$ cat config.mk
export PLATFORM = sky130hd
export DESIGN_NAME = mem_arbiter
export DESIGN_NICKNAME = d
export VERILOG_FILES = /design/src/rtl/mem_arbiter.sv
export SDC_FILE = /design/constraint.sdc
export NUM_CORES = 1
export LEC_CHECK = 0
export ABC_AREA = 1
export CELL_PAD_IN_SITES_DETAIL_PLACEMENT = 1
export CELL_PAD_IN_SITES_GLOBAL_PLACEMENT = 2
export CORE_ASPECT_RATIO = 1.5
export CORE_MARGIN = 5
export CORE_UTILIZATION = 21
export CTS_CLUSTER_SIZE = 40
export DETAILED_ROUTE_END_ITERATION = 8
export PLACE_DENSITY = 0.9
export RECOVER_POWER = 25
export SYNTH_ARGS = -nofsm -noshare
export SYNTH_HDL_FRONTEND = slang
export SYNTH_SLANG_ARGS = --single-unit
$ cat constraint.sdc
create_clock -name clk_i -period 2.4 [get_ports clk_i]
set_clock_uncertainty 0.1 [all_clocks]
set_input_delay 0.72 -clock clk_i [delete_from_list [all_inputs] [get_ports clk_i]]
set_output_delay 0.72 -clock clk_i [all_outputs]
set_load 0.02 [all_outputs]
$ cat src/rtl/mem_arbiter.sv
`default_nettype none
// ============================================================================
// mem_arbiter : data/instruction port arbiter onto one Wishbone master bus.
// Revision    : 1.0
// ============================================================================
module mem_arbiter #(
  parameter int TIMEOUT = 255
) (
  input  logic        clk_i,
  input  logic        rst_i,
  input  logic        d_req_i,
  input  logic        d_we_i,
  input  logic [31:0] d_adr_i,
  input  logic [31:0] d_dat_i,
  input  logic [3:0]  d_sel_i,
  output logic [31:0] d_dat_o,
  output logic        d_ack_o,
  output logic        d_err_o,
  input  logic        i_req_i,
  input  logic [31:0] i_adr_i,
  output logic [31:0] i_dat_o,
  output logic        i_ack_o,
  output logic        i_err_o,
  output logic        wb_cyc_o,
  output logic        wb_stb_o,
  output logic        wb_we_o,
  output logic [31:0] wb_adr_o,
  output logic [31:0] wb_dat_o,
  output logic [3:0]  wb_sel_o,
  input  logic [31:0] wb_dat_i,
  input  logic        wb_ack_i,
  input  logic        wb_err_i
);

  typedef enum logic [1:0] {
    IDLE  = 2'd0,
    BUS_D = 2'd1,
    BUS_I = 2'd2
  } state_t;

  localparam logic [7:0] c_TIMEOUT = 8'(TIMEOUT);
  localparam logic [3:0] c_SEL_ALL = 4'hF;

  state_t      r_state, w_state_nxt;
  logic        r_last_d, w_last_d_nxt;
  logic [7:0]  r_count, w_count_nxt;
  logic        r_we, w_we_nxt;
  logic [31:0] r_adr, w_adr_nxt;
  logic [31:0] r_wdat, w_wdat_nxt;
  logic [3:0]  r_sel, w_sel_nxt;
  logic [31:0] r_d_dat, w_d_dat_nxt;
  logic [31:0] r_i_dat, w_i_dat_nxt;
  logic        r_d_ack, w_d_ack_nxt;
  logic        r_d_err, w_d_err_nxt;
  logic        r_i_ack, w_i_ack_nxt;
  logic        r_i_err, w_i_err_nxt;

  logic        w_d_elig, w_i_elig, w_grant_d, w_grant_i;
  logic [7:0]  w_count_inc;
  logic        w_fail;

  // A port whose completion pulse is showing this cycle must not be regranted.
  assign w_d_elig    = d_req_i && !r_d_ack && !r_d_err;
  assign w_i_elig    = i_req_i && !r_i_ack && !r_i_err;
  assign w_grant_i   = w_i_elig && (!w_d_elig || r_last_d);
  assign w_grant_d   = w_d_elig && !w_grant_i;
  assign w_count_inc = r_count + 8'd1;
  assign w_fail      = wb_err_i || (!wb_ack_i && (w_count_inc == c_TIMEOUT));

  always_comb begin
    w_state_nxt  = r_state;
    w_last_d_nxt = r_last_d;
    w_count_nxt  = r_count;
    w_we_nxt     = r_we;
    w_adr_nxt    = r_adr;
    w_wdat_nxt   = r_wdat;
    w_sel_nxt    = r_sel;
    w_d_dat_nxt  = r_d_dat;
    w_i_dat_nxt  = r_i_dat;
    w_d_ack_nxt  = 1'b0;
    w_d_err_nxt  = 1'b0;
    w_i_ack_nxt  = 1'b0;
    w_i_err_nxt  = 1'b0;
    case (r_state)
      IDLE: begin
        if (w_grant_d) begin
          w_state_nxt  = BUS_D;
          w_last_d_nxt = 1'b1;
          w_count_nxt  = 8'd0;
          w_we_nxt     = d_we_i;
          w_adr_nxt    = d_adr_i;
          w_wdat_nxt   = d_dat_i;
          w_sel_nxt    = d_sel_i;
        end else if (w_grant_i) begin
          w_state_nxt  = BUS_I;
          w_last_d_nxt = 1'b0;
          w_count_nxt  = 8'd0;
          w_we_nxt     = 1'b0;
          w_adr_nxt    = i_adr_i;
          w_wdat_nxt   = 32'd0;
          w_sel_nxt    = c_SEL_ALL;
        end
      end
      BUS_D, BUS_I: begin
        if (w_fail) begin
          w_state_nxt = IDLE;
          w_d_err_nxt = (r_state == BUS_D);
          w_i_err_nxt = (r_state == BUS_I);
        end else if (wb_ack_i) begin
          w_state_nxt = IDLE;
          w_d_ack_nxt = (r_state == BUS_D);
          w_i_ack_nxt = (r_state == BUS_I);
          if (r_state == BUS_I) w_i_dat_nxt = wb_dat_i;
          else if (!r_we)       w_d_dat_nxt = wb_dat_i;
        end else begin
          w_count_nxt = w_count_inc;
        end
      end
      default: w_state_nxt = IDLE;
    endcase
  end

  always_ff @(posedge clk_i) begin
    if (!rst_i) begin
      r_state  <= IDLE;
      r_last_d <= 1'b0;
      r_count  <= 8'd0;
      r_we     <= 1'b0;
      r_adr    <= 32'd0;
      r_wdat   <= 32'd0;
      r_sel    <= 4'd0;
      r_d_dat  <= 32'd0;
      r_i_dat  <= 32'd0;
      r_d_ack  <= 1'b0;
      r_d_err  <= 1'b0;
      r_i_ack  <= 1'b0;
      r_i_err  <= 1'b0;
    end else begin
      r_state  <= w_state_nxt;
      r_last_d <= w_last_d_nxt;
      r_count  <= w_count_nxt;
      r_we     <= w_we_nxt;
      r_adr    <= w_adr_nxt;
      r_wdat   <= w_wdat_nxt;
      r_sel    <= w_sel_nxt;
      r_d_dat  <= w_d_dat_nxt;
      r_i_dat  <= w_i_dat_nxt;
      r_d_ack  <= w_d_ack_nxt;
      r_d_err  <= w_d_err_nxt;
      r_i_ack  <= w_i_ack_nxt;
      r_i_err  <= w_i_err_nxt;
    end
  end

  assign wb_cyc_o = (r_state != IDLE);
  assign wb_stb_o = wb_cyc_o;
  assign wb_we_o  = r_we;
  assign wb_adr_o = r_adr;
  assign wb_dat_o = r_wdat;
  assign wb_sel_o = r_sel;
  assign d_dat_o  = r_d_dat;
  assign d_ack_o  = r_d_ack;
  assign d_err_o  = r_d_err;
  assign i_dat_o  = r_i_dat;
  assign i_ack_o  = r_i_ack;
  assign i_err_o  = r_i_err;

endmodule
`default_nettype wire

# == After elaboration in Yosys (flattened, before gate mapping) ==
# Cells that the tools add are included.
# Widths: inputs -> output; s select.
# op_classes
addsub,1
n_eq_ne,7
mux,19
bitwise,6
reduce_logical,28
# ops
op,n
$mux 32,4
$mux 8,4
$pmux 8 s2,1
$add 8x1->8 const B,1
$eq 8x8->1 const B,1
$mux 2,4
$mux 4,2
$reduce_and 4->1,2
$logic_and 1x1->1,7
$logic_not 1->1,7
$ne 3x3->1 const B,2
$not 1->1,6
$reduce_bool 2->1,3
$reduce_and 5->1,1
$ne 2x2->1 const B,2
$pmux 2 s2,1
$reduce_and 2->1,2
$reduce_or 4->1,1
$mux 1,3
$reduce_and 3->1,1
$eq 2x1->1 const B,1
$eq 2x2->1 const B,1
$logic_not 2->1,1
$logic_or 1x1->1,2
$reduce_or 2->1,1
# word_totals
register_bits,148
inputBits,139
out_inout_bits,139
elab_cells,74

# == Longest topological paths before layout ==
# logic_depth
depth_word,10
ltp_mapped,13
ltp_nobuf,13

# == Worst setup path before layout ==
# No wires, ideal clock.
# synth_timing
path_kind,input to register
from,input d_req_i
to,register r_count[0]
setup_ns,0.115
arrival_time_ns,1.809
slack_ns,0.376
stages,12
path_cell_list,inv_1 > nor3_1 > inv_1 > nand2_1 > inv_2 > nand2_1 > o211ai_1 > inv_1 > clkbuf_1 > nand3_1 > nand2_1 > nor2_1
# synth_between
elab_chain_len,9
# synth_rtl
element,line,source
start: declaration,11,"input logic d_req_i,"
$logic_and 1x1->1 (*) (2 in series),63,assign w_d_elig = d_req_i && !r_d_ack && !r_d_err;
$logic_not 1->1,65,assign w_grant_i = w_i_elig && (!w_d_elig || r_last_d);
$logic_or 1x1->1,65,
$logic_and 1x1->1,65,
$logic_not 1->1,66,assign w_grant_d = w_d_elig && !w_grant_i;
$logic_and 1x1->1,66,
$ne 3x3->1 (no line) or $mux 8 (tied branches),--,
$reduce_and 4->1 (no line) or $pmux 8 s2 (tied branches),--,
end signal: assignment,141,r_count <= w_count_nxt;
end: declaration,46,"logic [7:0] r_count, w_count_nxt;"
# Mark *: on every way between the ends. The rest lies on a longest branch, timed or not.
# A chain may end at the register's enable or synchronous reset.

# == Worst setup path in the final report ==
# layout_timing
from,register r_state[0]
to,output wb_stb_o
# layout_between
elab_chain_len,1
# layout_rtl
element,line,source
start: declaration,44,"state_t r_state, w_state_nxt;"
start signal: assignment,139,r_state <= w_state_nxt;
$reduce_bool 2->1,155,assign wb_cyc_o = (r_state != IDLE);
end: declaration,25,"output logic wb_stb_o,"
# Every way passes these cells.

==> results.md <==
* Outcome: finished, final reports clean
* DP HPWL at between 15 and 20 mm
* Power per standard cell area at ~740 mW/mm2
* # DRC at 0
* Post-CTS setup buffers at 0
* Synth Area in Simple Gates at 0.2689
* Xor-xnor portion of the synthesized cell area at 0.002955
* HP Class: flip-flop to flip-flop
* Switching power at 2.150 mW
* Antenna Diode Count at 0
* Worst-Skew Late Latency at 0.42 ns
* Slew at the pin closest to its max-slew limit at about 0.6 ns
* Vias/cell at about 4.4
* Max Freq at between 0.4 and 0.5 GHz
* Starting Density at 0.2120
* Final hold violation count at 0
* Register area share after synthesis at 0.4998
* First-pass GRT wire length at 35.66 mm
* Mapped Area at around 0.0059 mm2
* Post-Place Cells at approximately 1,400
* Pin count of the biggest net entering global routing at 104
* Clock power share at 0.374
* Slew headroom at 0.5993
* Drt first pass iters at 4
* Share of the synthesized area in the top cell type at 0.4998
* Switching part of the total power at 0.2960
* Final Wtd Congestion at 0.7766
* Commonest non-fill, non-tap cells in the layout: 267 x clkdlybuf4s50_1, 167 x nand2_1, 148 x dfxtp_1
* Crit path required time at about 1.6 ns
* Vias in the first global route at 6,455
* Setup TNS at 0 ns
* #FFs+latches synth at ~150
* GR Overflow Total at 0
* GR Util All Layers at 0.1425
* Number of CTS-inserted buffers at 17
* Synth Net Count at 935
* CTS tree: done
* Core Util, Final at 0.3498
* Hold_ws at 0.3595 ns
* Initial antenna violation count at 0
* Flop pwr share at 0.388
* Clock sinks at 148
* Routed len/inst at 16.20 um
* Crit-path max FO at 3
* Slowest Stage Delay on Critical Path at ~0.36 ns
* DRT iter0 DRCs at 150
* CP Capture Type: output pin
* H-Tree Level Count at 4
* Synth top area cells: dfxtp_1 50%, nand2_1 11%, nor2_1 7.3%
* Adder-cell share of the synthesized area at 0.01266
* Combinational power share at 0.238
* Max cap viols at 0
* Final Total Pwr at 7.263 mW
* Clock-pin slew on the worst setup and hold paths at approximately 0.060 ns
* Chip Height at 215.8 um
* Largest family of logic cells by synthesized area: simple AND/OR/NAND/NOR gates
* Non-filler instance count after layout at between 1,000 and 1,500
* RSZ-0062 raised after global routing: false
* Die X at 147.2 um
* Maximum vdd drop at 0.0004865 V
* Fin crit share at 0.9500
* Internal power at 5.113 mW
* Synth area leader: dfxtp_1
* Mux cell area share after synthesis at 0
* Die ar. at approximately 0.032 mm2
* Vias at 6,194
* Rows at 75
* Root Driver: clkbuf_16
* Startpoint Class: flip-flop
* Synthesized instance count at 790
* Ys Warns at 0
* Complex-gate fraction of the synthesized area at 0.1418
* Synth cell types at 27
* Wirelength, routed at 22.97 mm
* I/O Pins at 278
* Core area at approximately 0.028 mm2
* Layout cells sized above 1 at 0.07276
* Leakage at 3.915 nW
* Critical path, cell by cell: inv_1 -> ha_1 -> inv_2 -> clkdlybuf4s15_2
* Crit Path Class: flip-flop to output pin
* Most common cell after layout, fill and taps aside: clkdlybuf4s50_1
* P&R area growth vs syn at 64.99%
* Final Slew Violations at 0
* Critical-path top delay cell: dfxtp_1
* Clock buffer depth at 2
* Number of I/O port buffers at approximately 280
* Fin crit period at ~2.3 ns
* Crit path DAT at 1.46 ns
* Endpoints failing setup at 0
* Final nets at between 1,000 and 1,500
* Post-route ant nets at 0
* Avg Cell Area, Syn at around 7.5 um2
-- metrics by stage --
stage	setup slack [ns]	cell area (um2)
6_report	0.1200	9781
5_1_grt	0.0008025	9781
4_1_cts	0.01439	9817
3_5_place_dp	-0.3632	9225
3_3_place_gp	-0.4042	9225
2_1_floorplan	0.3762	5928
-- what timing repair did --
action | CTS | global route
gates cloned | 0 | 1
resized for setup | 6 | 2
hold buffers | 0 | 0
setup endpoints to repair | 2 | 34
pin swaps | 0 | 1
-- final cells by class --
cell class                 instances  area, um2
timing repair buffer             304       3043
sequential                       148       2963
clock inverter                    12      156.4
fill                            3330      18180
tap                              346      432.9
inverter                          55      206.4
clock buffer                      19      432.9
multi-input combinational        534       2546
-- power groups by stage --
stage	combinational [mW]	sequential [mW]	clock (mW)
6_report	1.73	2.81	2.72
5_1_grt	1.89	2.85	2.96
4_1_cts	1.78	2.82	2.84
3_5_place_dp	1.77	2.87	0
3_3_place_gp	1.76	2.86	0
2_1_floorplan	0.647	3.07	0
-- registers in the layout (all words and copies together), names as in the netlist, 2 cells and up --
register	cells
d_dat_o	32
wb_adr_o	32
r_count	8
wb_dat_o	32
wb_sel_o	4
r_state	2
i_dat_o	32
-- worst max-delay path: cells and delay by family (launching register included) --
kind	cells	cell delay (ns)
flops	1	0.36
fa+ha+maj	1	0.24
buf+inv	3	0.44
-- synthesized netlist by cell type --
cell and number:
buf_2 14, nor2_2 2, buf_1 4, o21ai_0 34, clkbuf_1 34, nand3_1 49
inv_1 53, buf_6 1, o221a_2 4, o21bai_1 1, nor2_4 1, nand4_1 2
nand2_4 2, o21ai_1 30, nand2_1 167, o211ai_1 33, or2_2 2, xor2_1 2
a21oi_1 44, nand3_2 3, nor2_1 116, nor3_2 2, nor3_1 33, dfxtp_1 148
buf_4 1, inv_2 2, ha_1 6
-- cells by family after synthesis --
family,count (synthesis)
buffers and inverters,109
DFF,148
and+or+nand+nor,379
AOI/OAI and AO/OA,146
adders and majority gates,6
xor gates and xnor gates,2
-- final timing paths --
check        slack [ns]        start  cells past startpoint     endpoint
max                0.12   r_state[0]                      4     wb_stb_o
min                0.36  wb_dat_o[8]                      2  wb_dat_o[8]
max reg2reg        0.23   r_count[1]                     11   r_count[7]
min reg2reg        0.36  wb_dat_o[8]                      2  wb_dat_o[8]
-- layer usage --
metal / up-vias / routed length, um / track usage
li1: 3114 / - / -
met5: - / 0 / 0
met4: 0 / 694 / 0.06219
met1: 2849 / 9072 / 0.1532
met3: 27 / 1590 / 0.04826
met2: 204 / 11610 / 0.2526
(Power assumes the default switching activity.)
